`src/rtl/seq_gen_serial_if.sv`:
```
// Handshake and serial-stream bundle for seq_gen_serial.
// The master side requests transfers; the slave side (the generator) drives the stream.
interface seq_gen_serial_if #(
  parameter int PAT_W = 4,
  parameter int CNT_W = 8
);
  logic             start;
  logic             abort;
  logic [PAT_W-1:0] pattern_in;
  logic [CNT_W-1:0] rpt_in;
  logic [CNT_W-1:0] gap_in;
  logic             x_out;
  logic             x_valid;
  logic             last_bit;
  logic             busy;
  logic             done;

  modport master (
    output start, abort, pattern_in, rpt_in, gap_in,
    input  x_out, x_valid, last_bit, busy, done
  );

  modport slave (
    input  start, abort, pattern_in, rpt_in, gap_in,
    output x_out, x_valid, last_bit, busy, done
  );
endinterface

```
`src/rtl/seq_gen_serial.sv`:
```
// Serial pattern transmitter: emits a latched pattern MSB-first, rpt times,
// with an optional filler gap between repetitions. All outputs are registered.
module seq_gen_serial #(
  parameter int   PAT_W    = 4,
  parameter int   CNT_W    = 8,
  parameter logic GAP_FILL = 1'b0
) (
  input  logic             clk,
  input  logic             rst,
  seq_gen_serial_if.slave  bus
);

  localparam int IDX_W = $clog2(PAT_W);
  localparam logic [IDX_W-1:0] IDX_MSB = IDX_W'(PAT_W - 1);
  localparam logic [IDX_W-1:0] IDX_ONE = IDX_W'(1);
  localparam logic [CNT_W-1:0] CNT_ONE = CNT_W'(1);

  typedef enum logic [1:0] {
    S_IDLE = 2'd0,
    S_SEND = 2'd1,
    S_GAP  = 2'd2,
    S_DONE = 2'd3
  } state_t;

  state_t           state_q, state_d;
  logic [PAT_W-1:0] pat_q, pat_d;
  logic [CNT_W-1:0] rem_q, rem_d;
  logic [CNT_W-1:0] gap_q, gap_d;
  logic [CNT_W-1:0] gcnt_q, gcnt_d;
  logic [IDX_W-1:0] idx_q, idx_d;
  logic             x_out_q, x_out_d;
  logic             x_valid_q, x_valid_d;
  logic             last_bit_q, last_bit_d;
  logic             busy_q, busy_d;
  logic             done_q, done_d;

  // Next-state logic; the state names what the registered outputs show in the following cycle.
  always_comb begin
    state_d    = state_q;
    pat_d      = pat_q;
    rem_d      = rem_q;
    gap_d      = gap_q;
    gcnt_d     = gcnt_q;
    idx_d      = idx_q;
    x_out_d    = 1'b0;
    x_valid_d  = 1'b0;
    last_bit_d = 1'b0;
    busy_d     = 1'b0;
    done_d     = 1'b0;

    case (state_q)
      S_IDLE: begin
        if (bus.start) begin
          pat_d = bus.pattern_in;
          rem_d = bus.rpt_in;
          gap_d = bus.gap_in;
          if (bus.rpt_in != '0) begin
            state_d   = S_SEND;
            idx_d     = IDX_MSB;
            x_out_d   = bus.pattern_in[PAT_W-1];
            x_valid_d = 1'b1;
            busy_d    = 1'b1;
          end else begin
            state_d = S_DONE;
            done_d  = 1'b1;
          end
        end else begin
          state_d = S_IDLE;
        end
      end

      S_SEND: begin
        if (bus.abort) begin
          state_d = S_IDLE;
        end else if (idx_q != '0) begin
          idx_d      = idx_q - IDX_ONE;
          x_out_d    = pat_q[idx_d];
          x_valid_d  = 1'b1;
          last_bit_d = (idx_d == '0);
          busy_d     = 1'b1;
        end else begin
          // The LSB is on the wire now: this instance is complete.
          rem_d = rem_q - CNT_ONE;
          if (rem_q == CNT_ONE) begin
            state_d = S_DONE;
            done_d  = 1'b1;
          end else if (gap_q == '0) begin
            state_d   = S_SEND;
            idx_d     = IDX_MSB;
            x_out_d   = pat_q[PAT_W-1];
            x_valid_d = 1'b1;
            busy_d    = 1'b1;
          end else begin
            state_d   = S_GAP;
            gcnt_d    = gap_q;
            x_out_d   = GAP_FILL;
            x_valid_d = 1'b1;
            busy_d    = 1'b1;
          end
        end
      end

      S_GAP: begin
        // gcnt_q counts filler cycles left including the one now on the wire.
        if (bus.abort) begin
          state_d = S_IDLE;
        end else if (gcnt_q == CNT_ONE) begin
          state_d   = S_SEND;
          idx_d     = IDX_MSB;
          x_out_d   = pat_q[PAT_W-1];
          x_valid_d = 1'b1;
          busy_d    = 1'b1;
        end else begin
          gcnt_d    = gcnt_q - CNT_ONE;
          x_out_d   = GAP_FILL;
          x_valid_d = 1'b1;
          busy_d    = 1'b1;
        end
      end

      S_DONE: begin
        state_d = S_IDLE;
      end

      default: begin
        state_d = S_IDLE;
      end
    endcase
  end

  // State, latched transfer parameters and registered outputs.
  always_ff @(posedge clk or posedge rst) begin
    if (rst) begin
      state_q    <= S_IDLE;
      pat_q      <= '0;
      rem_q      <= '0;
      gap_q      <= '0;
      gcnt_q     <= '0;
      idx_q      <= '0;
      x_out_q    <= 1'b0;
      x_valid_q  <= 1'b0;
      last_bit_q <= 1'b0;
      busy_q     <= 1'b0;
      done_q     <= 1'b0;
    end else begin
      state_q    <= state_d;
      pat_q      <= pat_d;
      rem_q      <= rem_d;
      gap_q      <= gap_d;
      gcnt_q     <= gcnt_d;
      idx_q      <= idx_d;
      x_out_q    <= x_out_d;
      x_valid_q  <= x_valid_d;
      last_bit_q <= last_bit_d;
      busy_q     <= busy_d;
      done_q     <= done_d;
    end
  end

  assign bus.x_out    = x_out_q;
  assign bus.x_valid  = x_valid_q;
  assign bus.last_bit = last_bit_q;
  assign bus.busy     = busy_q;
  assign bus.done     = done_q;

endmodule
```
`src/flat_wrapper.sv`:
```
// flat-port wrapper written by rule: the top's interface ports become plain ports
module seq_gen_serial_flat 
#(
  parameter int   PAT_W    = 4,
  parameter int   CNT_W    = 8,
  parameter logic GAP_FILL = 1'b0
)
  (clk, rst, bus_start, bus_abort, bus_pattern_in, bus_rpt_in, bus_gap_in, bus_x_out, bus_x_valid, bus_last_bit, bus_busy, bus_done);
  seq_gen_serial_if #(.PAT_W(PAT_W), .CNT_W(CNT_W)) bus_i ();
  input  logic clk;
  input  logic rst;
  input wire logic [$bits(bus_i.start)-1:0] bus_start;
  input wire logic [$bits(bus_i.abort)-1:0] bus_abort;
  input wire logic [$bits(bus_i.pattern_in)-1:0] bus_pattern_in;
  input wire logic [$bits(bus_i.rpt_in)-1:0] bus_rpt_in;
  input wire logic [$bits(bus_i.gap_in)-1:0] bus_gap_in;
  output wire logic [$bits(bus_i.x_out)-1:0] bus_x_out;
  output wire logic [$bits(bus_i.x_valid)-1:0] bus_x_valid;
  output wire logic [$bits(bus_i.last_bit)-1:0] bus_last_bit;
  output wire logic [$bits(bus_i.busy)-1:0] bus_busy;
  output wire logic [$bits(bus_i.done)-1:0] bus_done;
  assign bus_i.start = bus_start;
  assign bus_i.abort = bus_abort;
  assign bus_i.pattern_in = bus_pattern_in;
  assign bus_i.rpt_in = bus_rpt_in;
  assign bus_i.gap_in = bus_gap_in;
  assign bus_x_out = bus_i.x_out;
  assign bus_x_valid = bus_i.x_valid;
  assign bus_last_bit = bus_i.last_bit;
  assign bus_busy = bus_i.busy;
  assign bus_done = bus_i.done;
  seq_gen_serial #(.PAT_W(PAT_W), .CNT_W(CNT_W), .GAP_FILL(GAP_FILL)) u_core (.clk(clk), .rst(rst), .bus(bus_i));
endmodule
```
`config.mk`:
```
export PLATFORM = sky130hd
export DESIGN_NAME = seq_gen_serial_flat
export DESIGN_NICKNAME = d
export VERILOG_FILES = /design/src/rtl/seq_gen_serial_if.sv /design/src/rtl/seq_gen_serial.sv /design/src/flat_wrapper.sv
export SDC_FILE = /design/constraint.sdc
export NUM_CORES = 1
export LEC_CHECK = 0
export ABC_AREA = 1
export BUFFER_PORTS_ARGS = -buffer_cell sky130_fd_sc_hd__buf_2
export CAP_MARGIN = 20
export CORE_MARGIN = 1
export CORE_UTILIZATION = 43
export CTS_CLUSTER_SIZE = 25
export DETAILED_ROUTE_END_ITERATION = 16
export PLACE_DENSITY = 0.72
export SETUP_SLACK_MARGIN = 0.4
export SLEW_MARGIN = 20
export SYNTH_ARGS = -nofsm -noshare
export SYNTH_HDL_FRONTEND = slang
export SYNTH_SLANG_ARGS = --single-unit
```
`constraint.sdc`:
```
create_clock -name clk -period 4.5 [get_ports clk]
set_clock_uncertainty 0.15 [all_clocks]
set_input_delay 0.45 -clock clk [delete_from_list [all_inputs] [get_ports clk]]
set_output_delay 0.45 -clock clk [all_outputs]
set_load 0.1 [all_outputs]
```
* Word level (Yosys, flattened, before mapping)
Index checks and enable logic that the tools add are counted.
Word-level totals: input bits 24, bits in registers 36
Cells by class: add/subtract/negate cells 3, equality and inequality tests 18, mux-type cells 56, reduce and logical (&&, ||, !) cells 13, order comparisons 1
Operators with widths (count):
- two-way mux 8 bit | 9
- two-way mux 2 bit | 16
- one-hot mux 8 bit (2 select lines) | 2
- two-way mux 1 bit | 23
- == test 8 x 1 -> 1 bit (second input constant) | 2
- subtractor 8 x 1 -> 8 bit (second input constant) | 2
- inequality test 2 bit (second input constant) | 7
- logical NOT 8 bit | 1
- one-hot mux 2 bit (4 select lines) | 1
- AND reduction 8 bit | 1
- nonzero test 8 bit | 1
- AND reduction 7 bit | 1
- inequality test 3 x 2 -> 1 bit (second input constant) | 2
- one-hot mux 1 bit (3 select lines) | 2
- one-hot mux 2 bit (3 select lines) | 1
- nonzero test 2 bit | 3
- == test 2 bit (second input constant) | 2
- logical NOT 2 bit | 2
- inequality test 2 x 1 -> 1 bit (second input constant) | 2
- AND reduction 2 bit | 2
- AND reduction 4 bit | 1
- less-than comparator 2 x 3 -> 1 bit (second input constant) | 1
- inequality test 3 x 1 -> 1 bit (second input constant) | 1
- inequality test 3 bit (second input constant) | 1
- other kinds (5) | 5

* Depth between registers and ports, before layout
Gate-level depths: netlist of run 1.
depth in word-level cells 6, depth in mapped cells 10, gate-level depth less buffers 10

* Worst setup path before layout of run 1
Ideal clock, no wire load.
path kind flip-flop to output port, from register u_core.bus.busy (netlist name), to output port bus_x_valid, cell stages (with the launch flop) 2, arrival time 1.324 ns, path slack 2.576 ns, path through dfrtp_1 buf_4
RTL lines:
- to (decl) | line flat_wrapper.sv:18 | output wire logic [$bits(bus_i.x_valid)-1:0] bus_x_valid;

* Worst setup path in the final report of run 1
from register u_core.state_q[0], to register u_core.idx_q[0]
On the way: longest elaborated chain between the ends 3, elaborated cells on any way between the ends 13, classes of those cells 9 x eq/ne; 1 x mux; 3 x reduce/logical
RTL lines:
- from (decl) | line seq_gen_serial.sv:25 | state_t state_q, state_d;
- from (signal assigned) | line seq_gen_serial.sv:146 | state_q <= state_d;
- == test 2 x 1 -> 1 bit, or another cell as far along | line seq_gen_serial.sv:51 | case (state_q)
- inequality test 3 x 2 -> 1 bit (no source line), or another cell as far along
- AND reduction 8 bit (no source line)
- to (signal assigned) | line seq_gen_serial.sv:151 | idx_q <= idx_d;
- to (decl) | line seq_gen_serial.sv:30 | logic [IDX_W-1:0] idx_q, idx_d;
Several ways; a longest one is shown, not always the timed one. A chain may end at the register's enable or synchronous reset.

==> results of run 1 <==
## final cells by class
type,instances,share of cell area
multi-input combinational,248,0.4554
sequential,36,0.3611
timing repair buffer,29,0.05918
inverter,35,0.05366
tap,67,0.03360
clock buffer,6,0.03310
clock inverter,2,0.004012
## synthesized netlist by cell type, drive strengths merged
cell type,n,share of area
nor2,37,0.072
nand2,147,0.26
nand3,17,0.038
ha,6,0.034
or2,1,0.0028
nand4,4,0.011
inv,35,0.060
o21bai,1,0.0034
o21ai,20,0.050
o22ai,2,0.0084
buf,7,0.025
dfrtp,36,0.40
a21oi,11,0.026
o211ai,2,0.0067
## routing by layer
layer	global-route usage	up-vias	wire (um)
met1	0.2856	928	2500
met3	0.03794	5	218
met2	0.3061	44	2075
met4	0.07265	0	53
met5	0	-	0
li1	-	1072	-
## kinds of logic (layout without fill, tap and decap cells)
| family | after synthesis | in the layout | share of synthesized area |
|---|---|---|---|
| and+or+nand+nor | 206 | 206 | 0.3815 |
| adders and majority gates | 6 | 6 | 0.03371 |
| AOI/OAI and AO/OA | 36 | 36 | 0.09495 |
| DFF | 36 | 36 | 0.4045 |
| buffers and inverters | 42 | 72 | 0.08539 |
## worst min-delay path, cell delays in order
cell	delay, ns
buf_2	0.09
inv_1	0.04
buf_4	0.39
## per-stage QoR
step           area, um^2  hold WS [ns]  instances  setup slack, ns
2_1_floorplan        2227        0.2987        326            2.576
3_3_place_gp         2402        0.3148        415            2.537
3_5_place_dp         2402        0.3188        415            2.559
4_1_cts              2495        0.1181        423            2.542
5_1_grt              2495        0.1581        423            2.331
6_report             2495       0.09946        423            2.542
## worst max-delay path by stage
stage	from	endpoint	cells past startpoint	slack, ns
after detailed placement	u_core.state_q[0]	u_core.idx_q[0]	8	2.56
after global placement	u_core.state_q[0]	u_core.idx_q[0]	8	2.54
after global routing	u_core.state_q[0]	u_core.idx_q[1]	8	2.33
after CTS	u_core.state_q[0]	u_core.idx_q[0]	8	2.54
after floorplan	u_core.bus.busy	bus_x_valid	1	2.58
final	u_core.state_q[0]	u_core.idx_q[0]	8	2.54
## sequential cells by signal, summed over array words and instances (netlist names)
name and flops:
u_core.bus.busy 1, u_core.bus.done 1, u_core.bus.last_bit 1, u_core.bus.x_out 1, u_core.gap_q 8, u_core.gcnt_q 8, u_core.idx_q 2, u_core.pat_q 4
u_core.rem_q 8, u_core.state_q 2
## where the power goes
part	switching [mW]	internal (mW)
combinational	0.632	0.276
clock	0.114	0.122
sequential	0.127	0.468
total	0.873	0.866
==> summary.md, run 1 <==
| Metric | Value |
|---|---|
| Vias | `2049` |
| RePlAce Congestion | `0.9052` |
| Initial antenna violation count | `0` |
| Crit Path Max Fanout | `17` |
| DR WL/cell | `11.46 um` |
| Register area | `900.9 um^2` |
| Critical path, cell by cell | `nor2_1 > nand2_2 > inv_2 > o21ai_2 > nand2_1 > nand3_1 > nand2_1 > nand2_1` |
| Clk slew on worst S/H paths | `0.08 ns` |
| Filler instances | `504` |
| Hold Crit Class | `in2async` |
| Fin. max-slew vios | `0` |
| R2R setup slack | `2.54 ns` |
| Iter 0 DRT Violations | `145` |
| Initial Utilization | `0.4594` |
| WP data required | `4.53 ns` |
| Final period utilization | `0.4352` |
| CP Capture Type | `flip-flop` |
| CTS sink count | `36` |
| Pre-antenna DRT Iters | `4` |
| Post-Syn Area | `0.002227 mm^2` |
| Hold buffer count at cts | `0` |
| Register area share after synthesis | `0.4045` |
| Synth Warn # | `0` |
| Worst R2R End | `u_core.idx_q[0]` |
| Setup Viol. Count Final | `0` |
| Slowest-stage cell, CP | `dfrtp_1` |
| Critical path arrival | `1.98 ns` |
| Setup TNS | `0 ns` |
| Critical Path Max Stage Delay | `0.47 ns` |
| PwrDens | `697.2 mW/mm^2` |
| Io pins | `29` |
| Total power draw | `1.740 mW` |
| Most common cell on crit path | `nand2_1` |
| Register-to-Register Path Depth | `8` |
| Post-CTS sizing | `0` |
| Total wire length | `4847 um` |
| Post-synthesis sequential element count | `36` |
| Status | `finished, final reports clean` |
| Setup bufs post-CTS | `0` |
| Max-Cap Viols | `0` |
| GRT Resource Usage Total | `0.2008` |
| Port bufs | `28` |
| Routed Antenna Nets | `0` |
| CTS Root Cell | `clkbuf_8` |
| Util after Layout | `0.5146` |
| Antenna cell count | `0` |
| Setup CP Type | `reg2reg` |
| Layout Nets | `385` |
| Unrepaired setup endpoints after global routing | `no` |
| FMAX | `510.7 MHz` |
| Most frequent cells in the layout | `nand2_1, dfrtp_1, nor2_1, inv_1, buf_2` |
| Largest net degree at the start of global routing | `37` |
| Critical path launch point type | `flip-flop` |
| Syn nets | `356` |
| Layout area overhead | `12.02%` |
| Detail Placement HPWL | `3655 um` |
| Clk_lat worst skew | `0.29 ns` |
| Top delay family on crit path | `simple AND/OR/NAND/NOR gates` |
| Die footprint | `0.005471 mm^2` |
| Chip height | `73.97 um` |
| Die X | `73.97 um` |
| Cts bufs inserted | `5` |
| Worst R2R Start | `u_core.state_q[0]` |
| Syn Inst Count | `326` |
| First-pass GRT wire length | `8355 um` |
| Share of layout cells above drive strength 1 | `0.1545` |
| Least-Margin Pin Slew | `0.4904 ns` |
| Clock buffer depth | `2` |
| Gr ovfl total | `0` |
| Htree depth | `2` |
| Core ar. | `0.004848 mm^2` |
| Commonest non-fill, non-tap cell in the layout | `nand2_1` |
| Area of the multi-input gates | `0.001136 mm^2` |
| CTS tree | `done` |
| Synthesized area per cell | `6.832 um^2` |
| Final Hold Vio Count | `0` |
| Worst VDD drop | `0.4193 mV` |
| Row cnt | `25` |
| Crit path buf inv count | `1` |
| LEAKAGE | `1.358 nW` |
| Min Tclk post-route | `1.958 ns` |
| Vias in the first global route | `1898` |
| Max-slew headroom | `0.6753` |
| Via density | `4.844` |
| Residual DRC | `0` |
| Cell variety after synth | `25` |
(Power assumes the default switching activity.)
==> run 2, diff against run 1 <==
Settings changed: PLACE_DENSITY 0.72 to 0.75.
Clock period 4.5 ns to 1.6 ns, I/O delays scaled along.
==> run 2 against run 1 <==
Net effect: via count up 24%; sequential cell count did not move; critical path depth is 2 higher; the run now ends with setup timing left; sequential power increased to 3.0 times the previous value; largest power group unchanged.
==> summary.md, run 2 (same netlist as run 1, synthesis figures left out) <==
| Metric | Value |
|---|---|
| Setup CP Type | `reg2reg` |
| Clock buffer depth | `2 (unchanged)` |
| CTS tree | `done` |
| Setup TNS | `-0.06296 ns (-0.06296 ns)` |
| Setup Viol. Count Final | `4 (+4)` |
| Layout area overhead | `58.82%` |
| Failing checks | `setup timing` |
| First-pass GRT wire length | `9032 um (+8.1%)` |
| Critical path launch point type | `flip-flop` |
| Final Hold Vio Count | `0 (unchanged)` |
| Max-slew headroom | `0.6835 (+0.008129)` |
| Antenna cell count | `0 (unchanged)` |
| Worst R2R Start | `u_core.gcnt_q[1]` |
| Row cnt | `25 (unchanged)` |
| Vias in the first global route | `2040 (+7.5%)` |
| Total power draw | `7.179 mW (+310%)` |
| R2R setup slack | `-0.04 ns (-2.58 ns)` |
| Via density | `5.319 (+9.8%)` |
| Status | `complete, but fails checks` |
| Unrepaired setup endpoints after global routing | `yes` |
| Final worst slack | `-0.04111 ns (-2.583 ns)` |
| Critical Path Max Stage Delay | `0.41 ns (-0.06 ns)` |
| Crit Path Max Fanout | `8 (-9)` |
| Port bufs | `28 (unchanged)` |
| Post-route cell area | `0.003537 mm^2 (+42%)` |
| Comb power frac | `0.652 (+0.130)` |
| Residual DRC | `0 (unchanged)` |
| Least-Margin Pin Slew | `0.4748 ns (-0.01557 ns)` |
| Gr ovfl total | `0 (unchanged)` |
| Seq pwr share | `0.250 (-0.092)` |
| Initial Utilization | `0.4594 (unchanged)` |
| Fraction of power spent switching nets | `0.4914 (-0.01058)` |
| Worst VDD drop | `1.266 mV (+200%)` |
| RePlAce Congestion | `0.9852 (+8.8%)` |
| WP data required | `1.68 ns (-2.85 ns)` |
| Final period utilization | `1.026 (+0.5905)` |
| GRT Resource Usage Total | `0.2177 (+0.01688)` |
| Layout Nets | `438 (+14%)` |
| Worst R2R End | `u_core.gcnt_q[0]` |
| Cts bufs inserted | `5 (unchanged)` |
| Pre-antenna DRT Iters | `5 (+1)` |
| Slowest-stage cell, CP | `dfrtp_1` |
| P_int | `3.651 mW (+320%)` |
| CP Capture Type | `flip-flop` |
| Switching power | `3.528 mW (+300%)` |
| Share of layout cells above drive strength 1 | `0.4645 (+0.3101)` |
| Most common cell on crit path | `nand2_1` |
| PwrDens | `2030 mW/mm^2 (+190%)` |
| Die X | `73.97 um (unchanged)` |
| Clk network pwr share | `0.098 (-0.038)` |
| Clk slew on worst S/H paths | `0.08 ns (about the same)` |
| Iter 0 DRT Violations | `359 (+150%)` |
| Worst Hold End | `u_core.pat_q[3]` |
| Core ar. | `0.004848 mm^2 (unchanged)` |
| Register-to-Register Path Depth | `10 (+2)` |
| Hold depth | `3` |
| Initial antenna violation count | `0 (unchanged)` |
| Vias | `2532 (+24%)` |
| Critical path arrival | `1.72 ns (-0.26 ns)` |
| Commonest non-fill, non-tap cell in the layout | `nand2_1` |
| Filler instances | `308 (-39%)` |
| Die footprint | `0.005471 mm^2 (unchanged)` |
| Min Hold Slack | `0.001792 ns (-0.09766 ns)` |
| Min-delay src | `bus_pattern_in[3]` |
| Most frequent cells in the layout | `nand2_1, dfrtp_1, nand2_2, buf_4, buf_2` |
| Io pins | `29 (unchanged)` |
| Dpl cell area | `0.002574 mm^2 (+7.1%)` |
| Largest net degree at the start of global routing | `37 (unchanged)` |
| Top Registers | `u_core.gap_q x8, u_core.gcnt_q x8, u_core.rem_q x8` |
| DR WL/cell | `15.24 um (+33%)` |
| FMAX | `609.3 MHz (+19%)` |
| Chip height | `73.97 um (unchanged)` |
| LEAKAGE | `1.802 nW (+33%)` |
| Min Tclk post-route | `1.641 ns (-0.3171 ns)` |
| Routed Antenna Nets | `0 (unchanged)` |
| CTS Root Cell | `clkbuf_8` |
| Detail Placement HPWL | `3731 um (+2.1%)` |
| Htree depth | `2 (unchanged)` |
| Hold Crit Class | `in2reg` |
| Total wire length | `7252 um (+50%)` |
| Max-Cap Viols | `0 (unchanged)` |
| Critical path, cell by cell | `inv_2 > ha_2 > nand2_1 > nor2_2 > nand3_1 > nand2_2 > inv_2 > nand2_4 > nand2_1 > nand2_1` |
| Clk_lat worst skew | `0.30 ns (about the same)` |
| Fin. max-slew vios | `0 (unchanged)` |
| CTS sink count | `36 (unchanged)` |
run 2: cell types whose count changed in the layout (fill, tap and decap cells not counted), moves of 8 or more:
| cell | before | now |
|---|---|---|
| nor2_1 | 34 | 19 |
| nand2_2 | 5 | 30 |
| buf_4 | 1 | 27 |
| dlygate4sd3_1 | 0 | 14 |
| nand2_4 | 1 | 17 |
| nand2_1 | 141 | 99 |
| inv_2 | 3 | 12 |
| inv_1 | 31 | 17 |
| o21ai_0 | 14 | 6 |
| nor2_4 | 3 | 11 |
| buf_6 | 0 | 11 |
run 2: worst max-delay path by stage:
stage	start	end	slack, ns	cells past startpoint
2_1_floorplan	u_core.rem_q[1]	u_core.gcnt_q[6]	0.17	10
3_3_place_gp	u_core.rem_q[1]	u_core.gcnt_q[1]	-0.002	10
3_5_place_dp	u_core.rem_q[1]	u_core.gcnt_q[3]	-0.01	10
4_1_cts	u_core.idx_q[1]	u_core.gcnt_q[0]	0.09	8
5_1_grt	u_core.rem_q[1]	u_core.gcnt_q[0]	-0.12	10
6_report	u_core.gcnt_q[1]	u_core.gcnt_q[0]	-0.04	10
run 2: per-layer routing:
layer  up-vias  share of wire  GRT usage
li1       1182              -          -
met1      1193           0.42     0.3091
met2       129           0.47     0.3343
met3        28          0.075    0.04201
met4         0          0.030    0.07265
met5         -              0          0
run 2: per-stage QoR:
| stage | std cells | utilization | setup WS (ns) |
|---|---|---|---|
| detailed placement | 429 | 0.5308 | -0.01212 |
| global route | 476 | 0.7295 | -0.1195 |
| global placement | 429 | 0.5308 | -0.001683 |
| finish | 476 | 0.7295 | -0.04111 |
| CTS | 462 | 0.6268 | 0.08849 |
| floorplan | 326 | - | 0.1745 |
run 2: what timing repair did:
action	in CTS	in global routing
buffers inserted	11	12
resized for setup	46	112
cloned	0	2
hold buffers	14	0
hold endpoints to repair	49	0
setup endpoints to repair	40	37
pin swaps	17	30
run 2: final cells by class:
type,instances,area (um^2),share of cell area
inverters,35,167.7,0.04740
well taps,67,83.83,0.02370
multi-input cells,248,1559,0.4408
flip-flops and latches,36,904.6,0.2557
repair buffers,82,732.0,0.2069
clock buffers,8,90.09,0.02547
run 2: power groups by stage:
| stage | registers [mW] | logic [mW] | clock network (mW) |
|---|---|---|---|
| after detailed placement | 1.67 | 2.94 | 0 |
| after global routing | 1.83 | 5.04 | 0.746 |
| after floorplan | 1.81 | 2.08 | 0 |
| after CTS | 1.68 | 3.43 | 0.685 |
| final | 1.79 | 4.68 | 0.707 |
| after global placement | 1.67 | 2.88 | 0 |
run 2: worst max-delay path, delay by kind of cell (launching register included):
kind,cells,cell delay (ns)
adder cells (fa/ha/maj),1,0.18
buffers and inverters,2,0.15
AND/OR/NAND/NOR,7,0.68
flip-flops,1,0.41
